### src/rtl/fwd_hazard_ctrl_pkg.sv
// Shared types and constants for the forwarding / load-use hazard controller.
// The optional stall counter is enabled by defining FWD_STALL_CNT_EN.
package fwd_pkg;

    localparam int FWD_REG_ADDR_W  = 5;
    localparam int FWD_STALL_CNT_W = 32;

    typedef enum logic [1:0] {
        FWD_SEL_RF    = 2'd0,
        FWD_SEL_EXMEM = 2'd1,
        FWD_SEL_MEMWB = 2'd2
    } fwd_sel_t;

endpackage

### src/rtl/fwd_hazard_ctrl_if.sv
// ID-stage request / forwarding-select bundle between pipeline control and the hazard block.
// stall_cnt exists only when FWD_STALL_CNT_EN is defined.
interface fwd_hazard_ctrl_if #(
    parameter int REG_ADDR_W = fwd_pkg::FWD_REG_ADDR_W
`ifdef FWD_STALL_CNT_EN
    ,
    parameter int STALL_CNT_W = fwd_pkg::FWD_STALL_CNT_W
`endif
);
    import fwd_pkg::*;

    logic                  pipe_en;
    logic                  flush;
    logic [REG_ADDR_W-1:0] id_rs1;
    logic [REG_ADDR_W-1:0] id_rs2;
    logic                  id_use_rs2;
    logic [REG_ADDR_W-1:0] id_rd;
    logic                  id_reg_write;
    logic                  id_mem_read;
    fwd_sel_t              fwd_a_sel;
    fwd_sel_t              fwd_b_sel;
    logic                  stall;
`ifdef FWD_STALL_CNT_EN
    logic [STALL_CNT_W-1:0] stall_cnt;
`endif

    modport master (
        output pipe_en, flush, id_rs1, id_rs2, id_use_rs2, id_rd, id_reg_write, id_mem_read,
        input  fwd_a_sel, fwd_b_sel, stall
`ifdef FWD_STALL_CNT_EN
        , stall_cnt
`endif
    );

    modport slave (
        input  pipe_en, flush, id_rs1, id_rs2, id_use_rs2, id_rd, id_reg_write, id_mem_read,
        output fwd_a_sel, fwd_b_sel, stall
`ifdef FWD_STALL_CNT_EN
        , stall_cnt
`endif
    );

endinterface

### src/rtl/fwd_hazard_ctrl_src_match.sv
// Priority compare of one ID source register against the EX and MEM destination shadows.
// The younger EX/MEM producer wins; x0 is never forwarded.
module fwd_src_match
    import fwd_pkg::*;
#(
    parameter int REG_ADDR_W = FWD_REG_ADDR_W
) (
    input  logic [REG_ADDR_W-1:0] src,
    input  logic [REG_ADDR_W-1:0] ex_rd,
    input  logic                  ex_we,
    input  logic [REG_ADDR_W-1:0] mem_rd,
    input  logic                  mem_we,
    output fwd_sel_t              sel
);

    always_comb begin
        sel = FWD_SEL_RF;
        if (ex_we && (ex_rd != '0) && (ex_rd == src)) begin
            sel = FWD_SEL_EXMEM;
        end else if (mem_we && (mem_rd != '0) && (mem_rd == src)) begin
            sel = FWD_SEL_MEMWB;
        end
    end

endmodule

### src/rtl/fwd_hazard_ctrl.sv
// Forwarding-select and load-use stall controller for the 5-stage pipeline.
// Define FWD_STALL_CNT_EN to add the free-running stall_cnt output.
module fwd_hazard_ctrl
    import fwd_pkg::*;
#(
    parameter int REG_ADDR_W = FWD_REG_ADDR_W
`ifdef FWD_STALL_CNT_EN
    ,
    parameter int STALL_CNT_W = FWD_STALL_CNT_W
`endif
) (
    input logic              clk,
    input logic              arst_n,
    fwd_hazard_ctrl_if.slave bus
);

    logic [REG_ADDR_W-1:0] ex_rd;
    logic                  ex_we;
    logic                  ex_ld;
    logic [REG_ADDR_W-1:0] mem_rd;
    logic                  mem_we;
    fwd_sel_t              a_sel_d;
    fwd_sel_t              b_sel_d;
    fwd_sel_t              a_sel_q;
    fwd_sel_t              b_sel_q;
    logic                  load_hit;
    logic                  stall;

    fwd_src_match #(.REG_ADDR_W(REG_ADDR_W)) u_match_a (
        .src    (bus.id_rs1),
        .ex_rd  (ex_rd),
        .ex_we  (ex_we),
        .mem_rd (mem_rd),
        .mem_we (mem_we),
        .sel    (a_sel_d)
    );

    fwd_src_match #(.REG_ADDR_W(REG_ADDR_W)) u_match_b (
        .src    (bus.id_rs2),
        .ex_rd  (ex_rd),
        .ex_we  (ex_we),
        .mem_rd (mem_rd),
        .mem_we (mem_we),
        .sel    (b_sel_d)
    );

    // A load result is not available until MEM, so a consumer right behind it waits one cycle.
    // Frozen or killed ID instructions never stall, so a bubble is inserted exactly once.
    assign load_hit = ex_ld && ex_we && (ex_rd != '0) &&
                      ((ex_rd == bus.id_rs1) || (bus.id_use_rs2 && (ex_rd == bus.id_rs2)));
    assign stall    = bus.pipe_en && !bus.flush && load_hit;

    always_ff @(posedge clk) begin
        if (!arst_n) begin
            ex_rd   <= '0;
            ex_we   <= 1'b0;
            ex_ld   <= 1'b0;
            mem_rd  <= '0;
            mem_we  <= 1'b0;
            a_sel_q <= FWD_SEL_RF;
            b_sel_q <= FWD_SEL_RF;
        end else if (bus.pipe_en) begin
            mem_rd <= ex_rd;
            mem_we <= ex_we;
            if (bus.flush || stall) begin
                ex_rd   <= '0;
                ex_we   <= 1'b0;
                ex_ld   <= 1'b0;
                a_sel_q <= FWD_SEL_RF;
                b_sel_q <= FWD_SEL_RF;
            end else begin
                ex_rd   <= bus.id_rd;
                ex_we   <= bus.id_reg_write;
                ex_ld   <= bus.id_mem_read;
                a_sel_q <= a_sel_d;
                b_sel_q <= b_sel_d;
            end
        end
    end

    assign bus.fwd_a_sel = a_sel_q;
    assign bus.fwd_b_sel = b_sel_q;
    assign bus.stall     = stall;

`ifdef FWD_STALL_CNT_EN
    logic [STALL_CNT_W-1:0] stall_cnt;

    // stall is already low while frozen, so the counter holds without an extra enable.
    always_ff @(posedge clk) begin
        if (!arst_n) begin
            stall_cnt <= '0;
        end else if (stall) begin
            stall_cnt <= stall_cnt + STALL_CNT_W'(1);
        end
    end

    assign bus.stall_cnt = stall_cnt;
`endif

endmodule

### src/flat_wrapper.sv
// flat-port wrapper written by rule: the top's interface ports become plain ports
module fwd_hazard_ctrl_flat import fwd_pkg::*;
#(
    parameter int REG_ADDR_W = FWD_REG_ADDR_W

)
  (clk, arst_n, bus_pipe_en, bus_flush, bus_id_rs1, bus_id_rs2, bus_id_use_rs2, bus_id_rd, bus_id_reg_write, bus_id_mem_read, bus_fwd_a_sel, bus_fwd_b_sel, bus_stall);
  fwd_hazard_ctrl_if #(.REG_ADDR_W(REG_ADDR_W)) bus_i ();
  input logic clk;
  input logic arst_n;
  input wire logic [$bits(bus_i.pipe_en)-1:0] bus_pipe_en;
  input wire logic [$bits(bus_i.flush)-1:0] bus_flush;
  input wire logic [$bits(bus_i.id_rs1)-1:0] bus_id_rs1;
  input wire logic [$bits(bus_i.id_rs2)-1:0] bus_id_rs2;
  input wire logic [$bits(bus_i.id_use_rs2)-1:0] bus_id_use_rs2;
  input wire logic [$bits(bus_i.id_rd)-1:0] bus_id_rd;
  input wire logic [$bits(bus_i.id_reg_write)-1:0] bus_id_reg_write;
  input wire logic [$bits(bus_i.id_mem_read)-1:0] bus_id_mem_read;
  output wire logic [$bits(bus_i.fwd_a_sel)-1:0] bus_fwd_a_sel;
  output wire logic [$bits(bus_i.fwd_b_sel)-1:0] bus_fwd_b_sel;
  output wire logic [$bits(bus_i.stall)-1:0] bus_stall;
  assign bus_i.pipe_en = bus_pipe_en;
  assign bus_i.flush = bus_flush;
  assign bus_i.id_rs1 = bus_id_rs1;
  assign bus_i.id_rs2 = bus_id_rs2;
  assign bus_i.id_use_rs2 = bus_id_use_rs2;
  assign bus_i.id_rd = bus_id_rd;
  assign bus_i.id_reg_write = bus_id_reg_write;
  assign bus_i.id_mem_read = bus_id_mem_read;
  assign bus_fwd_a_sel = bus_i.fwd_a_sel;
  assign bus_fwd_b_sel = bus_i.fwd_b_sel;
  assign bus_stall = bus_i.stall;
  fwd_hazard_ctrl #(.REG_ADDR_W(REG_ADDR_W)) u_core (.clk(clk), .arst_n(arst_n), .bus(bus_i));
endmodule
### config.mk
export PLATFORM = sky130hd
export DESIGN_NAME = fwd_hazard_ctrl_flat
export DESIGN_NICKNAME = d
export VERILOG_FILES = /design/src/rtl/fwd_hazard_ctrl_pkg.sv /design/src/rtl/fwd_hazard_ctrl_if.sv /design/src/rtl/fwd_hazard_ctrl_src_match.sv /design/src/rtl/fwd_hazard_ctrl.sv /design/src/flat_wrapper.sv
export SDC_FILE = /design/constraint.sdc
export NUM_CORES = 1
export LEC_CHECK = 0
export CELL_PAD_IN_SITES_DETAIL_PLACEMENT = 1
export CELL_PAD_IN_SITES_GLOBAL_PLACEMENT = 1
export CORE_MARGIN = 2
export CORE_UTILIZATION = 34
export DETAILED_ROUTE_END_ITERATION = 6
export GPL_ROUTABILITY_DRIVEN = 0
export PLACE_DENSITY_LB_ADDON = 0.1
export SLEW_MARGIN = 20
export SYNTH_ARGS = -nofsm -noshare
export SYNTH_HDL_FRONTEND = slang
export SYNTH_SLANG_ARGS = --single-unit
### constraint.sdc
create_clock -name clk -period 2.28 [get_ports clk]
set_input_delay 0.342 -clock clk [delete_from_list [all_inputs] [get_ports clk]]
set_output_delay 0.342 -clock clk [all_outputs]
set_load 0.01 [all_outputs]
After elaboration in Yosys (flattened, before gate mapping)
Cells that the tools add are included.

cells by class
  multiplexer cells = 9
  reductions and logical operators = 17
  eq/ne operators = 4

operator list
  kind                 number
  $eq A5 B5 Y1         4
  $logic_and A1 B1 Y1  12
  $mux W2              6
  $reduce_bool A5 Y1   2
  $mux W5              1
  $logic_or A1 B1 Y1   2
  $mux W1              2
  $logic_not A1 Y1     1

word-level totals
  input port bits = 22
  bits in registers = 17
  word-level logic and storage cells = 37
  output and inout port bits = 5

Depth between registers and ports, before layout
Gate-level depths: netlist of the first run.

  depth after elaboration = 7
  depth in mapped cells = 7
  depth with buffers taken out = 5

Cells and area by module
A second synthesis of the first run with hierarchy kept.

unflattened totals
  cell total of the unflattened synthesis = 128
  area total of the unflattened synthesis = 1127.3 um2

by module, submodules not included
  module           times used  sequential area each (um2)  cells each  area an instance (um2)
  fwd_hazard_ctrl  1           340.3                       88          824.5
  fwd_src_match    2           0.0                         20          151.4

Worst setup path after synthesis of the first run
Ideal clock, no wire load.

  path kind = reg-to-output
  start = register u_core.ex_rd[4]
  end = output port bus_stall
  arrival = 1403 ps
  setup slack = 535 ps
  stages on the path, launching flop included = 6
  data required time = 1938 ps
  path buffers = 1
  cell sequence = dfxtp_1 or4_1 o21a_1 o2111ai_1 buf_4 inv_2

on the way
  longest elaborated chain between the ends = 5
  elaborated cells on any way between the ends = 8
  classes of those cells = eq/ne: 2; reduce/logical: 6

ends and longest elaborated chain
  element                   line                   source
  start: declaration        fwd_hazard_ctrl.sv:17  logic [REG_ADDR_W-1:0] ex_rd;
  start signal: assignment  fwd_hazard_ctrl.sv:72  ex_rd <= bus.id_rd;
  $eq A5 B5 Y1              fwd_hazard_ctrl.sv:50  ((ex_rd == bus.id_rs1) || (bus.id_use_rs2 && (ex_rd == bus.id_rs2)));
  $logic_and A1 B1 Y1       fwd_hazard_ctrl.sv:50
  $logic_or A1 B1 Y1        fwd_hazard_ctrl.sv:50
  $logic_and A1 B1 Y1 (*)   fwd_hazard_ctrl.sv:49  assign load_hit = ex_ld && ex_we && (ex_rd != '0) &&
  $logic_and A1 B1 Y1 (*)   fwd_hazard_ctrl.sv:51  assign stall = bus.pipe_en && !bus.flush && load_hit;
  end: declaration          flat_wrapper.sv:21     output wire logic [$bits(bus_i.stall)-1:0] bus_stall;

Mark *: on every way between the ends. The rest lies on a longest branch, timed or not.

Final worst setup path of the first run
Same ends and word-level chain as after synthesis.

==> metrics, run 1 <==
CORE AREA=2480 µm²; vias per std cell=5.19; Starting Density=36.0%; Buf+Inv Stages, Crit Path=2; initial antenna violation count=0; max frequency=0.451 GHz; First-pass DRT Iterations=4; top post-synthesis cells by count=dfxtp_1, xnor2_1, a32o_1, nor2b_1, xor2_1; fraction of registers with async set/reset=0%; Nets=156; Tmin final=2220 ps; data required time of the worst path=1940 ps; CTS Buf Count=3; first-pass GRT wire length=4100 µm; final setup fails=0; register area share after synthesis=38.2%; die width=55.2 µm; cell family with most CP delay=simple AND/OR/NAND/NOR gates; worst-path maximum fanout=4; die area=3050 µm²; ANT nets after route=0; Clock Sink Count=17; EDFF count, synth=0; crit path DAT=1870 ps; CP max-delay cell=or4_1; leak pwr=0.536 nW; main area contributors after synthesis=dfxtp_1, xnor2_1, a32o_1; Yosys top cell area share=38.2%; Power Total=0.610 mW; n_diodes=0; GRT overflow=0; largest net degree at the start of global routing=11; H-tree levels=1; final WL=2740 µm; critical path cell sequence=or4_1, o21a_2, o2111ai_2, inv_2, dlygate4sd2_1; I/O Buffers=26; # IOs=27; Setup TNS Final=0 ps; CP Capture Type=output port; Avg Synthesized Cell Area=10.2 µm²; cell area power density=450 nW/µm²; maximum vdd drop=396 µV; Mapped Cells=87; drt initial violations=5; Synth Cell Area=891 µm²; Max Clock Skew=5.41 ps; # DRC=0; fraction of layout cells with a size suffix above 1=22.6%; Std-Cell Rows=18; Top Layer Used=met4; outcome=finished clean; Crit Path Category=flip-flop to output port; metal2 WL=1420 µm; most numerous cell in the Yosys netlist=dfxtp_1; maxcap violations=0; Worst-Skew Late Latency=300 ps; Fill cells=274; mean routed wirelength per cell=16.8 µm; syn_nets=109; Final period util=97.2%; Yosys warning count=0; Slew Viols, Final=0; Clk pin slew, worst setup/hold paths=110 ps; hpwl dp=2080 µm; CP startpoint kind=flip-flop; Die Span Y=55.2 µm; met3 WL=131 µm; DR vias=846; P&R area growth vs syn=52.2%; slew at the pin with the worst max-slew slack=723 ps; Yosys reg bits=17; CTS tree=built; Yosys cell types=27; CTS Buffer Depth=2; clk root buf=clkbuf_4; worst hold path class=flip-flop to flip-flop; Total GRT Usage=19.6%; predominant post-synthesis flop cell=dfxtp_1; Rel. slew slack=51.7%; area of the multi-input gates=538 µm²; post-synth top area cell=dfxtp_1; slowest stage delay, CP=550 ps; CTS Hold Bufs=0; number of global-route vias before repair=913; M1 wire length=1170 µm; register area=342 µm²; Final Hold Vio Count=0
## power by group
group	leakage (nW)	internal (mW)	total, mW	switching [mW]
logic	0.383	0.0801	0.128	0.0479
registers	0.138	0.304	0.313	0.00874
clock network	0.0150	0.0682	0.170	0.101
total	0.536	0.452	0.610	0.158
## worst paths after layout
kind                                start                       to  slack (ps)  depth (start not counted)
setup / recovery          u_core.ex_rd[4]                bus_stall          60                          5
hold / removal    u_core.bus.fwd_a_sel[0]  u_core.bus.fwd_a_sel[0]         470                          2
setup reg to reg          u_core.ex_rd[4]  u_core.bus.fwd_b_sel[1]         400                          6
hold reg to reg   u_core.bus.fwd_a_sel[0]  u_core.bus.fwd_a_sel[0]         470                          2
## cell type report
| type | instances | area share, % |
|---|---|---|
| multi-input cells | 65 | 39.7 |
| inverters | 1 | 0.277 |
| repair buffers | 46 | 30.2 |
| clock buffers | 4 | 1.94 |
| flip-flops and latches | 17 | 25.2 |
| well taps | 30 | 2.77 |
## routing by layer
layer,GRT usage (%),vias up
li1,-,414
met1,22.0,405
met2,35.1,25
met3,6.45,2
met4,5.69,0
met5,0,-
## state kept, by name (all words and copies together) (netlist names)
register / cells
u_core.ex_ld: 1
u_core.mem_rd: 5
u_core.ex_rd: 5
u_core.mem_we: 1
u_core.bus.fwd_a_sel: 2
u_core.bus.fwd_b_sel: 2
u_core.ex_we: 1
## per-stage QoR
step	cells	instance area [µm²]	worst slack (ps)	util (%)	hold WS (ps)
2_1_floorplan	87	891	535	-	455
3_3_place_gp	157	1300	-238	52.6	453
3_5_place_dp	157	1300	-322	52.6	460
4_1_cts	161	1340	55.6	54.1	478
5_1_grt	163	1360	-7.29	54.7	512
6_report	163	1360	63.8	54.7	475
## cell families (layout without fill, tap and decap cells)
family,after synthesis,in the layout,synth area share [%]
xor+xnor,20,20,19.7
buf+inv,5,51,2.81
simple gates,24,24,17.6
flops,17,17,38.2
compound gates,15,15,15.0
mux,6,6,6.74
## worst reg2reg max path, delay by kind of cell, from the launching register on
| family | cells | cell delay, ps |
|---|---|---|
| buffers and inverters | 1 | 140 |
| flip-flops | 1 | 360 |
| AND/OR/NAND/NOR | 3 | 920 |
| AO/OA/AOI/OAI | 2 | 400 |
## what timing repair did
action,CTS,global route
setup buffers,0,2
pin swaps,1,1
setup endpoints to repair,1,1
resized for setup,4,1
## layout by cell type (no fill, tap or decap)
cell type	netlist	layout
inv_2	1	1
nand4b_1	1	1
nand3_1	3	3
nor3_1	3	2
clkbuf_4	0	3
o2111ai_2	0	1
buf_4	1	20
a211oi_1	1	1
dfxtp_2	0	1
nand4_1	2	2
o21a_2	0	1
nor2b_1	8	8
a32o_1	8	8
a21boi_1	1	1
nor2_1	1	1
or4_1	2	2
clkdlybuf4s50_1	0	25
clkbuf_1	0	1
mux2i_1	6	6
and4b_4	1	1
xor2_1	8	8
nand2b_1	1	1
xnor2_1	12	12
and2_1	1	1
nor3_2	1	2
o21ai_0	1	1
a22o_1	2	2
dfxtp_1	17	16
dlygate4sd2_1	0	1
Power figures use the tool's default switching activity.
==> inputs of run 2 (changes only) <==
ABC_AREA = 1   (was not set)
CORE_UTILIZATION = 32   (was 34)
==> metrics, run 2 <==
maxcap violations=0; reg2reg end=u_core.ex_rd[3]; dpl cell area=1440 µm²; clk root buf=clkbuf_4; most numerous cell in the Yosys netlist=nand2_1; worst-path maximum fanout=3; Crit Path Category=input pin to output port; drt initial violations=36; worst reg2reg setup slack=770 ps; Reg2Reg Launch Point=u_core.ex_rd[2]; top post-synthesis cells by count=nand2_1, inv_1, a21oi_1; P&R area growth vs syn=31.9%; post-synth top area cell=dfxtp_1; Comb pwr share=22.8%; CTS Buf Count=3; main area contributors after synthesis=dfxtp_1, nand2_1, inv_1; slew at the pin with the worst max-slew slack=369 ps; Worst path depth=10; Std-Cell Rows=21; EDFF count, synth=0; register area share after synthesis=30.5%; CTS tree=built; CP max-delay cell=clkdlybuf4s50_1; CP startpoint kind=input pin; # IOs=27; crit path DAT=1740 ps; CORE AREA=3340 µm²; CTS Buffer Depth=2; Tmin final=2080 ps; Nets=245; sw frac=30.1%; fraction of registers with async set/reset=0%; crit-path most repeated cell=nand2_1; mean routed wirelength per cell=12.3 µm; Yosys cell types=17; cell area power density=431 nW/µm²; hold depth=2; Rel. slew slack=75.4%; RSZ-0062 raised after global routing=false; Int Power=0.443 mW; Clk pwr share=26.9%; leak pwr=0.708 nW; final WL=3290 µm; Max Clock Skew=3.97 ps; commonest non-fill, non-tap cells in the layout=nand2_1, inv_1, clkdlybuf4s50_1; Final Cell Area=1470 µm²; worst hold path class=flip-flop to flip-flop; final setup fails=0; register share of total power=50.3%; slowest stage delay, CP=500 ps; Net Switching=0.191 mW; Mapped Cells=190; hpwl dp=2590 µm; First-pass DRT Iterations=4; max frequency=0.480 GHz; Yosys top cell area share=30.5%; fraction of layout cells with a size suffix above 1=7.66%; first-pass GRT wire length=5720 µm; outcome=finished clean; H-tree levels=1; die width=63.0 µm; Yosys warning count=0; commonest non-fill, non-tap cell in the layout=nand2_1; Slew Viols, Final=0; Starting Density=33.4%; Die Span Y=63.0 µm; cell family with most CP delay=buffers and inverters; CP Capture Type=output port; GRT overflow=0; die area=3970 µm²; Synth Cell Area=1110 µm²; Setup TNS Final=0 ps; DR vias=1,240; Regs by FF count=u_core.ex_rd x5, u_core.mem_rd x5; initial antenna violation count=0; Total GRT Usage=18.3%; Avg Synthesized Cell Area=5.87 µm²; # DRC=0; worst hold start=u_core.bus.fwd_b_sel[0]; predominant post-synthesis flop cell=dfxtp_1; Clk pin slew, worst setup/hold paths=110 ps; vias per std cell=4.63; critical path cell sequence=clkdlybuf4s50_1, inv_1, nand2_1, nand2_1, nor2_2, nand4_1, nand2_1, nand2_2, inv_1, dlygate4sd2_1; Final period util=91.3%; data required time of the worst path=1940 ps; R2R depth=10; Final Hold Vio Count=0; maximum vdd drop=246 µV; Yosys reg bits=17; number of global-route vias before repair=1,254; Buf+Inv Stages, Crit Path=4; Clock Sink Count=17; I/O Buffers=26; largest net degree at the start of global routing=18; hold path endpoint=u_core.bus.fwd_b_sel[0]; Worst-Skew Late Latency=290 ps; ANT nets after route=0; CTS Hold Bufs=0; n_diodes=0; syn_nets=212
==> run 2: cell types whose count changed after synthesis, moves of 11 or more <==
cell,change
a21oi_1,+19
inv_1,+31
nand2_1,+71
nand3_1,+11
nor2_1,+12
==> run 2: repair_timing <==
item | in CTS | in global routing
endpoints found under the hold margin | 0 | 0
buffers inserted | 0 | 0
gates resized for setup | 3 | 0
endpoints found under the setup margin | 1 | 0
==> run 2: layer usage <==
metal | share of wire, % | global-route usage, %
met1 | 46 | 22.7
met2 | 50 | 32.2
met3 | 3.6 | 2.70
met4 | 0.64 | 5.83
met5 | 0 | 0
==> run 2: worst max path at each step <==
stage                               start         to  slack, ps
after floorplan           u_core.ex_rd[3]  bus_stall        870
after global placement      bus_id_rs2[3]  bus_stall       -100
after detailed placement    bus_id_rs2[3]  bus_stall       -100
after CTS                   bus_id_rs2[3]  bus_stall        190
after global routing      u_core.ex_rd[2]  bus_stall         70
final                       bus_id_rs2[3]  bus_stall        200
==> run 2: power by group through the flow <==
stage	sequential, mW	clock, mW	combinational (mW)
finish	0.319	0.171	0.144
global route	0.321	0.203	0.164
CTS	0.319	0.184	0.146
detailed placement	0.326	0	0.144
global placement	0.325	0	0.141
floorplan	0.322	0	0.0796
==> run 2: worst reg2reg max path: cells and delay by family, from the launching register on <==
kind / cells / cell delay, ps
AND/OR/NAND/NOR: 7 / 600
flip-flops: 1 / 440
buffers and inverters: 2 / 300
AO/OA/AOI/OAI: 1 / 60
==> run 2: through the flow <==
stage / hold slack, ps / util (%) / cells / power (mW) / setup slack, ps
3_3_place_gp: 454 / 43.1 / 264 / 0.466 / -101
6_report: 472 / 44.1 / 268 / 0.634 / 198
3_5_place_dp: 459 / 43.1 / 264 / 0.470 / -96.5
5_1_grt: 514 / 44.1 / 268 / 0.688 / 68.1
2_1_floorplan: 439 / - / 190 / 0.401 / 873
4_1_cts: 476 / 44.1 / 268 / 0.649 / 194
==> run 2: logic make-up (layout without fill, tap and decap cells) <==
kind of cell / after synthesis / count (layout) / synth area share (%)
xor gates and xnor gates: 4 / 4 / 3.14
AOI/OAI and AO/OA: 25 / 25 / 11.2
DFF: 17 / 17 / 30.5
and+or+nand+nor: 106 / 106 / 39.5
buffers and inverters: 38 / 70 / 15.6
==> run 2: area by class of cell <==
type / count / area, µm²
multi-input combinational: 135 / 606
tap: 46 / 57.6
clock buffer: 3 / 22.5
clock inverter: 1 / 5.00
timing repair buffer: 34 / 319
sequential: 17 / 340
inverter: 32 / 120
fill: 480 / 1870
==> inputs of run 3 (changes only) <==
CORE_MARGIN = 8   (was 2)
==> metrics, run 3 (same netlist as run 2, synthesis figures left out) <==
largest net degree at the start of global routing=18; Critical Path End=bus_stall; initial antenna violation count=0; Total GRT Usage=13.5%; drt initial violations=50; RSZ-0062 raised after global routing=false; worst reg2reg setup slack=740 ps; outcome=finished clean; # DRC=0; commonest non-fill, non-tap cells in the layout=nand2_1, inv_1, clkdlybuf4s50_1; die width=75.0 µm; Final period util=91.1%; CORE AREA=3340 µm²; Top Layer Used=met4; max frequency=0.481 GHz; leak pwr=0.713 nW; n_diodes=0; CP max-delay cell=clkdlybuf4s50_1; crit-path most repeated cell=nand2_1; met3 WL=114 µm; # IOs=27; Power Total=0.635 mW; data required time of the worst path=1940 ps; launch point of the worst path=bus_id_rs2[0]; commonest non-fill, non-tap cell in the layout=nand2_1; CP startpoint kind=input pin; CTS Buf Count=3; Final Hold Vio Count=0; first-pass GRT wire length=5910 µm; Worst-Skew Late Latency=290 ps; ANT nets after route=0; hpwl dp=2830 µm; cell area power density=431 nW/µm²; Regs by FF count=u_core.ex_rd x5, u_core.mem_rd x5; Hold WS=472 ps; H-tree levels=1; mean routed wirelength per cell=13.0 µm; CTS Buffer Depth=2; Crit Path Category=input pin to output port; reg2reg end=u_core.ex_rd[0]; Max Clock Skew=3.75 ps; R2R depth=10; CP Capture Type=output port; GRT overflow=0; number of global-route vias before repair=1,327; die area=5630 µm²; CTS Hold Bufs=0; Die Span Y=75.0 µm; Std-Cell Rows=21; Nets=246; slew at the pin with the worst max-slew slack=369 ps; maxcap violations=0; Starting Density=33.4%; final core utilization=44.2%; critical path cell sequence=clkdlybuf4s50_1, inv_1, nand2_1, nand2_1, nor2_1, nand4_1, nand2_1, nand2_2, inv_1, dlygate4sd2_1; slowest stage delay, CP=500 ps; DR vias=1,251; Tmin final=2080 ps; worst hold path class=flip-flop to flip-flop; worst-path maximum fanout=3; Setup TNS Final=0 ps; vias per std cell=4.65; metal2 WL=1780 µm; Reg2Reg Launch Point=u_core.ex_rd[2]; maximum vdd drop=278 µV; Slew Viols, Final=0; crit path DAT=1740 ps; final WL=3500 µm; fraction of layout cells with a size suffix above 1=7.62%; Rel. slew slack=75.3%; P&R area growth vs syn=32.3%; Clk pin slew, worst setup/hold paths=110 ps; final non-filler cell total=269; CTS tree=built; clk root buf=clkbuf_4; Clock Sink Count=17; M1 wire length=1560 µm; dpl cells=265; I/O Buffers=26; First-pass DRT Iterations=4; final setup fails=0
[run 3: cell count changes in the layout (fill, tap and decap cells not counted)]
cell | before | now
buf_4 | 8 | 9
nor2_1 | 11 | 12
nor2_2 | 2 | 1
[run 3: power breakdown]
part / switching (mW) / leakage [nW] / internal (mW)
Clock: 0.105 / 0.0177 / 0.0653
Sequential: 0.0118 / 0.139 / 0.307
Combinational: 0.0749 / 0.557 / 0.0714
Total: 0.192 / 0.713 / 0.444
[run 3: timing repair]
| action | 4_1_cts | 5_1_grt |
|---|---|---|
| buffers inserted | 0 | 0 |
| gates resized for setup | 2 | 0 |
| endpoints found under the setup margin | 1 | 0 |
[run 3: worst min path at each step]
stage | from | end | cells past startpoint
after floorplan | u_core.mem_we | u_core.mem_we | 2
after global placement | u_core.bus.fwd_a_sel[1] | u_core.bus.fwd_a_sel[1] | 2
after detailed placement | u_core.bus.fwd_b_sel[1] | u_core.bus.fwd_b_sel[1] | 2
after CTS | u_core.bus.fwd_b_sel[1] | u_core.bus.fwd_b_sel[1] | 2
after global routing | u_core.bus.fwd_b_sel[1] | u_core.bus.fwd_b_sel[1] | 2
final | u_core.bus.fwd_b_sel[0] | u_core.bus.fwd_b_sel[0] | 2
[run 3: final cells by class]
class / count / area, µm²
repair buffers: 35 / 327
fillers: 460 / 1860
clock inverters: 1 / 5.00
multi-input cells: 135 / 603
inverters: 32 / 120
well taps: 46 / 57.6
flip-flops and latches: 17 / 340
clock buffers: 3 / 22.5
[run 3: metrics by stage]
step / worst slack [ps] / cell area (µm²)
floorplan: 873 / 1110
global placement: -95.1 / 1450
detailed placement: -117 / 1450
CTS: 180 / 1480
global route: 17.6 / 1480
finish: 202 / 1480
[run 3: layer usage]
| metal | track usage, % | vias up |
|---|---|---|
| met4 | 4.13 | 0 |
| met3 | 2.66 | 4 |
| met5 | 0 | - |
| met1 | 15.9 | 575 |
| met2 | 23.9 | 17 |
| li1 | - | 655 |
[run 3: worst max-delay path, delay by kind of cell]
kind	cells	cell delay, ps
simple gates	6	510
buf+inv	4	880
==> RTL change (flow settings as in run 1) <==
Change the package constant `FWD_REG_ADDR_W` from 5 to 6.
--- a/src/rtl/fwd_hazard_ctrl_pkg.sv
+++ b/src/rtl/fwd_hazard_ctrl_pkg.sv
@@ -4,3 +4,3 @@
 
-    localparam int FWD_REG_ADDR_W  = 5;
+    localparam int FWD_REG_ADDR_W  = 6;
     localparam int FWD_STALL_CNT_W = 32;
Interface: changed (resized bus_id_rd, bus_id_rs1 and bus_id_rs2); port bits go from 27 to 30. No check against the original RTL was run, so the function may have changed too.
==> RTL change against run 1 <==
  * Clock power up 5%
  * Routed wire length up 24%
  * Combinational power up 16%
  * Design area up 19%
  * Maximum frequency up 2.3%
  * Worst setup slack better by 0.050 ns
  * Sequential cell count up 2
  * Synthesized area up 23%
  * Worst hold slack better by 0.026 ns
  * Power up 11%
  * Critical path type unchanged
  * Critical endpoint unchanged
  * Largest cell class unchanged
  * Largest power group unchanged
==> RTL change: results <==
[clock_tree]
cts_resized = 9
cts_num_sinks = 19
post_cts.repair.setup_buffers = 2

[place]
detailedPlacementHpwl_mm = 2.60
dp_worst_setup_slack_ns = -0.447
port_buffers = 29
dp.cells = 212

[routing]
dr_wl_met2_mm = 1.70
routed_wirelength_mm = 3.38
vias_per_cell = 4.80
wl_met1_mm = 1.54
drt_iter0_markers = 14

[finish]
nMultiInputCombCells = 90
largest_registers_ranked_by_flip_flop_count = "u_core.ex_rd (6), u_core.mem_rd (6)"
layout.core_utilization_pct = 52.9
nClkBuffers = 3
nonClkBufAreaFrac_pct = 28.3
multi_input_area_share_pct = 40.7
final_layout_size_suffix_gt1_share_pct = 20.1
regArea_um2 = 384
count_of_plain_and_timing_repair_buffers = 52
insertedDiodeCount = 0
layout.non_clock_inverters = 9
post_layout_nonfiller_instances = 218
n_fill_cell = 380
final_nets = 200

[timing]
slew_headroom_pct = 80.2
worst_clock_skew_ns = 0.00424

[logic_synthesis]
seq_area_frac_synth_pct = 34.6
synth_cells = 124
muxShareOfSynthArea_pct = 6.38
synth_nets = 149
synth.top_cells.by_count = "19 x sky130_fd_sc_hd__dfxtp_1, 12 x sky130_fd_sc_hd__xnor2_1, 12 x sky130_fd_sc_hd__xor2_1"
synth_xor_area_share_pct = 19.1
synthTopCellsByArea = "sky130_fd_sc_hd__dfxtp_1 35%, sky130_fd_sc_hd__xnor2_1 9.6%, sky130_fd_sc_hd__xor2_1 9.6%, sky130_fd_sc_hd__mux2i_1 6.4%, sky130_fd_sc_hd__and2_1 5.1%"
synth.lib_cells_used.distinct = 28
synthesized_area_fraction_occupied_by_ao_oa_aoi_and_oai_cells_pct = 10.1

[floorplanning]
n_tap_cell = 44

[setup_path]
crit_path_max_fanout = 3
timing.critical_path.arrival_ns = 1.82
timing.critical_path.slowest_cell_delay_ns = 0.39

[global_routing]
grt_first_pass_wirelength_mm = 5.52
grt_pass1_vias = 1188
grt_start_max_net_pins = 20
gr-usage-all-layers_pct = 20.7

[power_and_ir_drop]
ir_worst_vdd_v = 0.000236
power_leakage_uw = 0.000693

[status]
run_status = "finished clean"
[RTL change: cell types whose count changed after synthesis, moves of 4 or more]
| cell | before | now |
|---|---|---|
| sky130_fd_sc_hd__inv_1 | 0 | 9 |
| sky130_fd_sc_hd__nor4_1 | 0 | 4 |
| sky130_fd_sc_hd__clkbuf_1 | 0 | 4 |
| sky130_fd_sc_hd__a32o_1 | 8 | 0 |
| sky130_fd_sc_hd__o22ai_1 | 0 | 9 |
| sky130_fd_sc_hd__xor2_1 | 8 | 12 |
| sky130_fd_sc_hd__and2_1 | 1 | 9 |
| sky130_fd_sc_hd__nand2_1 | 0 | 9 |
[RTL change: worst min-delay path, delay by kind of cell, from the launching register on]
kind,cells,cell delay (ns)
AO/OA/AOI/OAI,1,0.07
flip-flops,1,0.33
AND/OR/NAND/NOR,1,0.06
[RTL change: worst paths after layout]
path | endpoint | startpoint | slack (ns) | depth (start not counted)
worst max-delay path | bus_stall | u_core.ex_rd[4] | 0.11 | 6
worst max register to register | u_core.bus.fwd_a_sel[1] | u_core.ex_rd[4] | 0.42 | 7
worst min-delay path | u_core.bus.fwd_a_sel[0] | u_core.bus.fwd_a_sel[0] | 0.50 | 2
worst min register to register | u_core.bus.fwd_a_sel[0] | u_core.bus.fwd_a_sel[0] | 0.50 | 2
[RTL change: where the power goes]
| part | switching [uW] | internal (uW) | total (uW) |
|---|---|---|---|
| clock network | 113 | 65.4 | 179 |
| registers | 9.28 | 339 | 348 |
| logic | 60.1 | 88.9 | 149 |
[RTL change: per-layer routing]
layer	vias up	global-route usage, %
li1	526	-
met1	499	27.3
met2	17	35.3
met3	4	2.56
met4	0	6.52
met5	-	0
